===== src/rtl/fb_arb_pkg.sv =====
// Shared types and default sizing for the frame-buffer port arbiter.
package fb_arb_pkg;

    // Default geometry: 17-bit frame address, 24-bit RGB pixel.
    localparam int ADDR_W_DEF     = 17;
    localparam int DATA_W_DEF     = 24;
    // Longest run of tracker stall cycles tolerated before a forced grant.
    localparam int STARVE_MAX_DEF = 15;

    // Requester indices used for the per-port read-return lanes.
    localparam int PORT_DISP = 0;
    localparam int PORT_TRK  = 1;
    localparam int N_PORTS   = 2;

    // Arbitration policy states.
    typedef enum logic [1:0] {
        DISP_PRI = 2'd0,   // active video: display has priority
        TRK_PRI  = 2'd1,   // vertical blanking: tracker has priority
        STARVE   = 2'd2    // one forced tracker grant after a long stall
    } arb_state_t;

    // Width needed to hold the values 0..max_val.
    function automatic int cnt_width(input int max_val);
        return (max_val < 1) ? 1 : $clog2(max_val + 1);
    endfunction

endpackage


===== src/rtl/fb_arb_starve_ctr.sv =====
// Saturating count of consecutive tracker stall cycles.
module fb_arb_starve_ctr
    import fb_arb_pkg::*;
#(
    parameter int STARVE_MAX = STARVE_MAX_DEF,
    parameter int CNT_W      = cnt_width(STARVE_MAX)
) (
    input  logic CLK,
    input  logic nRESET,
    input  logic stall,   // tracker requesting but not granted this cycle
    input  logic clear,   // tracker transfer this cycle
    output logic reach    // this stall cycle brings the count to STARVE_MAX
);

    localparam logic [CNT_W-1:0] MAX_C = CNT_W'(STARVE_MAX);

    logic [CNT_W-1:0] count_reg;
    logic [CNT_W-1:0] count_next;

    // Next count: a transfer clears, a stall counts up and sticks at the limit.
    always_comb begin
        count_next = count_reg;
        if (clear) begin
            count_next = '0;
        end else if (stall && (count_reg != MAX_C)) begin
            count_next = count_reg + 1'b1;
        end
    end

    // Only a genuine stall may trigger the forced grant; a saturated count
    // with the tracker idle must not pull the arbiter into STARVE.
    assign reach = stall && (count_next == MAX_C);

    // Count register.
    always_ff @(posedge CLK) begin
        if (!nRESET) begin
            count_reg <= '0;
        end else begin
            count_reg <= count_next;
        end
    end

endmodule


===== src/rtl/fb_port_arbiter.sv =====
// Two-port arbiter in front of a single-port frame BRAM: display scanout
// versus tracker/overlay, with vblank-driven priority and starvation relief.
module fb_port_arbiter
    import fb_arb_pkg::*;
#(
    parameter int ADDR_W     = ADDR_W_DEF,
    parameter int DATA_W     = DATA_W_DEF,
    parameter int STARVE_MAX = STARVE_MAX_DEF
) (
    input  logic              CLK,
    input  logic              nRESET,
    input  logic              vblank,
    // display scanout port (read only)
    input  logic              disp_req,
    input  logic [ADDR_W-1:0] disp_addr,
    output logic              disp_gnt,
    output logic              disp_rvalid,
    output logic [DATA_W-1:0] disp_rdata,
    // tracker / overlay port (read or write)
    input  logic              trk_req,
    input  logic              trk_we,
    input  logic [ADDR_W-1:0] trk_addr,
    input  logic [DATA_W-1:0] trk_wdata,
    output logic              trk_gnt,
    output logic              trk_rvalid,
    output logic [DATA_W-1:0] trk_rdata,
    // single-port BRAM
    output logic              bram_en,
    output logic              bram_we,
    output logic [ADDR_W-1:0] bram_addr,
    output logic [DATA_W-1:0] bram_wdata,
    input  logic [DATA_W-1:0] bram_rdata,
    // status
    output logic              disp_underrun
);

    arb_state_t state_reg;
    arb_state_t state_next;

    logic disp_xfer;
    logic trk_xfer;
    logic trk_stall;
    logic starve_reach;

    // BRAM issue stage
    logic              bram_en_reg;
    logic              bram_we_reg;
    logic [ADDR_W-1:0] bram_addr_reg;
    logic [DATA_W-1:0] bram_wdata_reg;
    // which port (if any) owns the read currently on the BRAM port
    logic [N_PORTS-1:0] rd_tag_reg;
    logic [N_PORTS-1:0] rd_tag_next;

    // read-return stage, one lane per port
    logic [N_PORTS-1:0] rvalid_reg;
    logic [DATA_W-1:0]  rdata_port [N_PORTS];

    // underrun tracking
    logic vblank_reg;
    logic vblank_rise;
    logic underrun_reg;
    logic underrun_next;

    // Grants: combinational from requests and the registered policy state.
    // STARVE behaves like TRK_PRI for one cycle, giving the tracker the slot.
    always_comb begin
        disp_gnt = 1'b0;
        trk_gnt  = 1'b0;
        if (nRESET) begin
            case (state_reg)
                DISP_PRI: begin
                    disp_gnt = disp_req;
                    trk_gnt  = trk_req & ~disp_req;
                end
                TRK_PRI, STARVE: begin
                    trk_gnt  = trk_req;
                    disp_gnt = disp_req & ~trk_req;
                end
                default: begin
                    disp_gnt = 1'b0;
                    trk_gnt  = 1'b0;
                end
            endcase
        end
    end

    assign disp_xfer = disp_req & disp_gnt;
    assign trk_xfer  = trk_req & trk_gnt;
    assign trk_stall = trk_req & ~trk_gnt;

    fb_arb_starve_ctr #(
        .STARVE_MAX (STARVE_MAX)
    ) u_starve_ctr (
        .CLK    (CLK),
        .nRESET (nRESET),
        .stall  (trk_stall),
        .clear  (trk_xfer),
        .reach  (starve_reach)
    );

    // Next policy state: vblank is followed one cycle late, the starvation
    // trigger only applies in DISP_PRI and takes precedence over vblank there;
    // STARVE lasts one cycle and then picks up whatever vblank says.
    always_comb begin
        state_next = state_reg;
        case (state_reg)
            DISP_PRI: begin
                if (starve_reach) begin
                    state_next = STARVE;
                end else if (vblank) begin
                    state_next = TRK_PRI;
                end
            end
            TRK_PRI: begin
                if (!vblank) begin
                    state_next = DISP_PRI;
                end
            end
            STARVE: begin
                state_next = vblank ? TRK_PRI : DISP_PRI;
            end
            default: begin
                state_next = DISP_PRI;
            end
        endcase
    end

    // Policy state register.
    always_ff @(posedge CLK) begin
        if (!nRESET) begin
            state_reg <= DISP_PRI;
        end else begin
            state_reg <= state_next;
        end
    end

    // Read-tag for the access being issued: a write never produces a return.
    always_comb begin
        rd_tag_next = '0;
        if (disp_xfer) begin
            rd_tag_next[PORT_DISP] = 1'b1;
        end else if (trk_xfer && !trk_we) begin
            rd_tag_next[PORT_TRK] = 1'b1;
        end
    end

    // Issue stage: register the winning request onto the BRAM port.
    always_ff @(posedge CLK) begin
        if (!nRESET) begin
            bram_en_reg    <= 1'b0;
            bram_we_reg    <= 1'b0;
            bram_addr_reg  <= '0;
            bram_wdata_reg <= '0;
            rd_tag_reg     <= '0;
        end else begin
            bram_en_reg <= disp_xfer | trk_xfer;
            rd_tag_reg  <= rd_tag_next;
            if (disp_xfer) begin
                bram_we_reg    <= 1'b0;
                bram_addr_reg  <= disp_addr;
                bram_wdata_reg <= '0;
            end else if (trk_xfer) begin
                bram_we_reg    <= trk_we;
                bram_addr_reg  <= trk_addr;
                bram_wdata_reg <= trk_wdata;
            end else begin
                // idle slot: keep address/data, but never leave a write armed
                bram_we_reg <= 1'b0;
            end
        end
    end

    assign bram_en    = bram_en_reg;
    assign bram_we    = bram_we_reg;
    assign bram_addr  = bram_addr_reg;
    assign bram_wdata = bram_wdata_reg;

    // Return lanes: rvalid is registered alongside the BRAM's own output
    // register, so read data is taken straight from bram_rdata and gated to
    // zero whenever the lane is not valid (and therefore also in reset).
    generate
        for (genvar gi = 0; gi < N_PORTS; gi++) begin : g_ret
            // Valid follows the tagged BRAM read by one cycle.
            always_ff @(posedge CLK) begin
                if (!nRESET) begin
                    rvalid_reg[gi] <= 1'b0;
                end else begin
                    rvalid_reg[gi] <= bram_en_reg & ~bram_we_reg & rd_tag_reg[gi];
                end
            end
            assign rdata_port[gi] = rvalid_reg[gi] ? bram_rdata : '0;
        end
    endgenerate

    assign disp_rvalid = rvalid_reg[PORT_DISP];
    assign disp_rdata  = rdata_port[PORT_DISP];
    assign trk_rvalid  = rvalid_reg[PORT_TRK];
    assign trk_rdata   = rdata_port[PORT_TRK];

    // Underrun flag: a display stall sets it, the cycle after a vblank rising
    // edge clears it, and a stall in that same cycle keeps it set.
    assign vblank_rise = vblank & ~vblank_reg;

    always_comb begin
        underrun_next = underrun_reg;
        if (disp_req && !disp_gnt) begin
            underrun_next = 1'b1;
        end else if (vblank_rise) begin
            underrun_next = 1'b0;
        end
    end

    // Underrun flag and vblank edge-detect registers.
    always_ff @(posedge CLK) begin
        if (!nRESET) begin
            underrun_reg <= 1'b0;
            vblank_reg   <= 1'b0;
        end else begin
            underrun_reg <= underrun_next;
            vblank_reg   <= vblank;
        end
    end

    assign disp_underrun = underrun_reg;

endmodule


===== config.mk =====
export PLATFORM = sky130hd
export DESIGN_NAME = fb_port_arbiter
export DESIGN_NICKNAME = d
export VERILOG_FILES = /design/src/rtl/fb_arb_pkg.sv /design/src/rtl/fb_arb_starve_ctr.sv /design/src/rtl/fb_port_arbiter.sv
export SDC_FILE = /design/constraint.sdc
export NUM_CORES = 1
export LEC_CHECK = 0
export ABC_CLOCK_PERIOD_IN_PS = 2800
export BUFFER_PORTS_ARGS = -buffer_cell sky130_fd_sc_hd__buf_2
export CAP_MARGIN = 20
export CORE_UTILIZATION = 43
export CTS_BUF_LIST = sky130_fd_sc_hd__clkbuf_8
export DETAILED_ROUTE_END_ITERATION = 6
export PLACE_DENSITY = 0.84
export SETUP_SLACK_MARGIN = 0.05
export SLEW_MARGIN = 25
export SYNTH_ARGS = -nofsm -noshare
export SYNTH_HDL_FRONTEND = slang
export SYNTH_SLANG_ARGS = --single-unit

===== constraint.sdc =====
create_clock -name CLK -period 2.8 [get_ports CLK]
set_input_delay 0.56 -clock CLK [delete_from_list [all_inputs] [get_ports CLK]]
set_output_delay 0.56 -clock CLK [all_outputs]
set_load 0.01 [all_outputs]

---- After elaboration in Yosys (flattened, before gate mapping) ----
Cells that the tools add are included.
storage, ports and cells
  word-level logic and storage cells ...... 68
  register bits after elaboration ......... 55
  memories kept ........................... 0
  ROM bits ................................ 0
  output and inout port bits .............. 96
  latch bits .............................. 0
  memory bits (writable) .................. 0
cells by class
  $add $sub $neg .......................... 1
  reduce and logical (&&, ||, !) cells .... 13
  eq/ne operators ......................... 6
  $lt $le $gt $ge ......................... 0
  divide/modulo/power cells ............... 0
  shift-type cells ........................ 0
  multipliers ............................. 0
  mux-type cells .......................... 19
  bitwise logic cells ..................... 17
operator list
  operator                                                         number
  24-bit two-way mux                                               2
  17-bit two-way mux                                               2
  1-bit AND                                                        9
  4-bit two-way mux                                                2
  1-bit two-way mux                                                7
  1-bit NOT                                                        7
  2-bit two-way mux                                                3
  2-bit case mux with 3 select lines                               1
  4-bit by 1-bit adder with 4-bit output, second input constant    1
  4-bit == test, second input constant                             1
  1-bit logical AND                                                4
  4-bit != test, second input constant                             1
  1-bit case mux with 2 select lines                               2
  2-bit nonzero test                                               2
  2-bit OR reduction                                               2
  3-bit != test, second input constant                             1
  3-bit OR reduction                                               1
  2-bit by 1-bit == test with 1-bit output, second input constant  1
  2-bit == test, second input constant                             1
  1-bit logical NOT                                                2
  2-bit logical NOT                                                1
  2-bit != test, second input constant                             1
  2-bit AND reduction                                              1
  1-bit OR                                                         1

---- Longest topological paths before layout ----
  word-level depth ........................ 13
  depth in mapped cells ................... 8
  mapped depth without buffers ............ 7

---- Hierarchy ----
A second synthesis with hierarchy kept.
unflattened totals
  cells, all modules ...................... 332
  area, all modules ....................... 2610.0 um^2
modules (own cells, without submodules)
  module             instances  seq. area each (um^2)  area each (um^2)  cells each
  fb_port_arbiter    1          1021.0                 2334.7            300
  fb_arb_starve_ctr  1          80.1                   275.3             32

---- Worst setup path after synthesis ----
Ideal clock, no wire load.
  path type ............................... register to output
  start ................................... register state_reg[0]
  end ..................................... output disp_gnt
  data arrival time ....................... 1.369 ns
  slack ................................... 0.871 ns
  stages on the path, launching flop included .. 7
  cell sequence ........................... dfxtp_1 inv_1 ha_1 nor2b_1 o211ai_1 buf_2 inv_1
on the way
  cells in the longest elaborated chain, start to end .. 4
  elaborated cells on any way between the ends .. 6
  classes of those cells .................. eq/ne (2); mux (2); reduce/logical (2)
ends and longest elaborated chain
  what                                                                       RTL line                text
  start: declaration                                                         fb_port_arbiter.sv:37   arb_state_t state_reg;
  start signal: assignment                                                   fb_port_arbiter.sv:133  state_reg <= state_next;
  2-bit by 1-bit == test with 1-bit output or 2-bit == test (tied branches)  fb_port_arbiter.sv:70   case (state_reg)
  2-bit OR reduction                                                         fb_port_arbiter.sv:70
  1-bit case mux with 2 select lines *                                       fb_port_arbiter.sv:70
  1-bit two-way mux *                                                        fb_port_arbiter.sv:69   if (nRESET) begin
  end: declaration                                                           fb_port_arbiter.sv:16   output logic disp_gnt,
Mark *: on every way between the ends. The rest lies on a longest branch, timed or not.

---- Worst setup path in the final report ----
  start ................................... register state_reg[0]
  end ..................................... output trk_gnt
on the way
  cells in the longest elaborated chain, start to end .. 4
  elaborated cells on any way between the ends .. 6
  classes of those cells .................. eq/ne (2); mux (2); reduce/logical (2)
ends and longest elaborated chain
  what                                                                       RTL line               text
  2-bit by 1-bit == test with 1-bit output or 2-bit == test (tied branches)  fb_port_arbiter.sv:70
  2-bit OR reduction                                                         fb_port_arbiter.sv:70
  1-bit case mux with 2 select lines *                                       fb_port_arbiter.sv:70
  1-bit two-way mux *                                                        fb_port_arbiter.sv:69
  end: declaration                                                           fb_port_arbiter.sv:24  output logic trk_gnt,
Marks and branches as above.

==> insert_results.sql <==
INSERT INTO impl_metrics (metric_group, metric, value, unit) VALUES
('outcome', 'status', 'finished clean', ''),
('yosys', 'netlist_top_cells_count', 'sky130_fd_sc_hd__nand2_1 (93), sky130_fd_sc_hd__dfxtp_1 (55), sky130_fd_sc_hd__and2_1 (49)', ''),
('placed_design', 'gpl.final_weighted_congestion', '0.776', ''),
('yosys', 'total_nets_after_synthesis', '417', ''),
('cts', 'cts_buffer_depth', '2', ''),
('setup_path', 'critPathLaunchType', 'register', ''),
('global_routing', 'grt_pass1_wl', '11200', 'microns'),
('global_routing', 'grt_remaining_overflow', '0', ''),
('yosys', 'synth_top_area_share', '43.9', '%'),
('cts', 'clk_pin_slew_worst_paths', '0.10', 'ns'),
('yosys', 'synth_enable_flop_cells', '0', ''),
('cts', 'clkSinkCount', '55', ''),
('yosys', 'syn_inst', '324', ''),
('yosys', 'netlist-cell-type-count', '30', ''),
('setup_path', 'critical_path.endpoint_type', 'output port', ''),
('sta', 'max_slew.worst_pin.slew', '0.743', 'ns'),
('yosys', 'yosys.cell_count.top_type', 'sky130_fd_sc_hd__nand2_1', ''),
('setup_path', 'criticalPathCategory', 'register to output port', ''),
('setup_path', 'r2r_slack', '0.75', 'ns'),
('setup_path', 'crit_path_max_fanout', '22', ''),
('cts', 'cts_tree', 'done', ''),
('layout', 'layout-drive-gt1-share', '39.8', '%'),
('cts', 'cts_setup_buffers', '0', ''),
('die', 'rows', '27', ''),
('drt', 'antenna_violating_nets_post_route', '0', ''),
('power', 'power.leakage', '1.83', 'nW'),
('drt', 'detailedRoute.firstPassIterationCount', '5', ''),
('setup_path', 'required', '2.24', 'ns'),
('drt', 'detail_route.vias_per_cell', '4.95', ''),
('sta', 'setup_total_negative_slack', '0', 'ns'),
('drt', 'wire_per_inst', '12.6', 'microns'),
('die', 'fp.dieArea', '6150', 'sq um'),
('global_routing', 'grt_start_max_net_pins', '45', ''),
('yosys', 'yosys_warnings', '0', ''),
('setup_path', 'cp_slowest_cell', 'sky130_fd_sc_hd__dfxtp_1', ''),
('power', 'power_density', '445', 'nW/um^2'),
('setup_path', 'critical_path.reg2reg.endpoint', 'u_starve_ctr.count_reg[3]', ''),
('placed_design', 'io_buffers', '183', ''),
('yosys', 'synth.top_cells.by_area', 'sky130_fd_sc_hd__dfxtp_1 (44%), sky130_fd_sc_hd__nand2_1 (14%), sky130_fd_sc_hd__and2_1 (12%), sky130_fd_sc_hd__a21oi_1 (5.6%), sky130_fd_sc_hd__a31oi_1 (4.5%)', ''),
('yosys', 'yosysTopAreaCell', 'sky130_fd_sc_hd__dfxtp_1', ''),
('sta', 'final.setup.worst_slack', '0.477', 'ns'),
('sta', 'final.min_clock_period', '2.32', 'ns'),
('sta', 'fmax', '430', 'MHz'),
('cts', 'ctsHtreeMaxLevel', '2', ''),
('sta', 'final.period_utilization', '83.0', '%'),
('setup_path', 'worst_reg2reg_startpoint', 'state_reg[0]', ''),
('yosys', 'ys_ff_latch', '55', ''),
('sta', 'slew_headroom', '50.3', '%'),
('setup_path', 'crit_path_max_incr_delay', '0.39', 'ns'),
('yosys', 'syn_avg_cell_area', '7.75', 'sq um'),
('die', 'io_pins', '184', ''),
('global_routing', 'grtUsageTotal', '22.9', '%'),
('setup_path', 'crit_end', 'trk_gnt', ''),
('yosys', 'asyncSetResetFlopFracSynth', '0', '%'),
('drt', 'wl', '7190', 'microns'),
('power', 'worst_vdd_ir', '0.267', 'mV'),
('die', 'core_area', '5570', 'sq um'),
('run', 'max_cap_violations', '0', ''),
('setup_path', 'r2r.worst_path.cells', '7', ''),
('sta', 'hold_violations', '0', ''),
('layout', 'antennaDiodeCount', '0', ''),
('cts', 'hold_buffers', '0', ''),
('die', 'die_w', '78.4', 'microns'),
('global_routing', 'grt_pass1_vias', '2465', ''),
('placed_design', 'dp_worst_setup_slack', '0.736', 'ns'),
('drt', 'drc_errors', '0', ''),
('die', 'initial_core_util', '45.0', '%'),
('setup_path', 'worst_setup_path_startpoint', 'state_reg[0]', ''),
('setup_path', 'worst_endpoint_data_arrival_time', '1.76', 'ns'),
('sta', 'fin_worst_skew', '0.0103', 'ns'),
('layout', 'layoutNonFillerInstCount', '569', '');
[per-layer routing]
metal | up-vias | wire (microns) | track usage, %
met2 | 120 | 3820 | 44.8
met5 | - | 0 | 0
met4 | 0 | 161 | 8.89
met1 | 1272 | 2760 | 24.4
li1 | 1410 | - | -
met3 | 16 | 446 | 3.14
[worst min-delay path by stage]
| stage | endpoint | slack [ns] | cells after the start | start |
|---|---|---|---|---|
| final | rd_tag_reg[1] | 0.42 | 2 | trk_we |
| after global routing | rd_tag_reg[1] | 0.41 | 2 | trk_we |
| after CTS | rd_tag_reg[1] | 0.42 | 2 | trk_we |
| after detailed placement | bram_wdata[23] | 0.44 | 2 | bram_wdata[23] |
| after global placement | bram_wdata[1] | 0.44 | 2 | bram_wdata[1] |
| after floorplan | u_starve_ctr.count_reg[1] | 0.46 | 2 | u_starve_ctr.count_reg[1] |
[cell type report]
type / count / area [sq um]
clock buffers: 6 / 82.6
inverters: 9 / 36.3
flip-flops and latches: 55 / 1100
repair buffers: 187 / 946
well taps: 72 / 90.1
fillers: 513 / 2040
multi-input cells: 238 / 1260
clock inverters: 2 / 16.3
[worst max-delay path, delay by kind of cell, from the launching register on]
family                   cells  cell delay [ns]
AO/OA/AOI/OAI                1             0.21
adder cells (fa/ha/maj)      1             0.26
buffers and inverters        3             0.41
AND/OR/NAND/NOR              1             0.19
flip-flops                   1             0.39
[power by group]
group	internal (W)	switching (W)
Combinational	0.000119	0.000152
Clock	0.000202	0.000254
Sequential	0.000823	0.0000232
Total	0.00114	0.000429
[logic make-up after synthesis]
| kind of cell | Yosys count | share of synthesized area, % |
|---|---|---|
| flip-flops | 55 | 43.9 |
| XOR/XNOR | 1 | 0.349 |
| AND/OR/NAND/NOR | 158 | 30.4 |
| buffers and inverters | 31 | 5.78 |
| adder cells (fa/ha/maj) | 5 | 2.49 |
| AO/OA/AOI/OAI | 74 | 17.1 |
[metrics by stage]
stage	instance area, sq um	util, %	hold WS, ns	power, W
final	3540	63.4	0.423	0.00157
after global routing	3540	63.4	0.415	0.00165
after CTS	3540	63.4	0.417	0.00159
after detailed placement	3440	61.7	0.443	0.00114
after global placement	3440	61.7	0.439	0.00113
after floorplan	2510	-	0.462	0.00101
[cells in the final DEF (no fill, tap or decap), types with 2 or more instances in the layout]
cell type | synthesis | layout
sky130_fd_sc_hd__a21oi_1 | 28 | 28
sky130_fd_sc_hd__a31oi_1 | 18 | 18
sky130_fd_sc_hd__and2_1 | 49 | 49
sky130_fd_sc_hd__and4b_1 | 3 | 3
sky130_fd_sc_hd__buf_2 | 9 | 183
sky130_fd_sc_hd__buf_4 | 4 | 4
sky130_fd_sc_hd__clkbuf_8 | 0 | 6
sky130_fd_sc_hd__dfxtp_1 | 55 | 55
sky130_fd_sc_hd__ha_1 | 5 | 5
sky130_fd_sc_hd__inv_1 | 8 | 8
sky130_fd_sc_hd__nand2_1 | 93 | 93
sky130_fd_sc_hd__nand3_1 | 2 | 2
sky130_fd_sc_hd__nor2b_1 | 2 | 2
sky130_fd_sc_hd__nor3_1 | 3 | 3
sky130_fd_sc_hd__o211ai_1 | 2 | 2
sky130_fd_sc_hd__o21ai_0 | 21 | 21
Note: power is estimated with default switching activity, not from simulation.
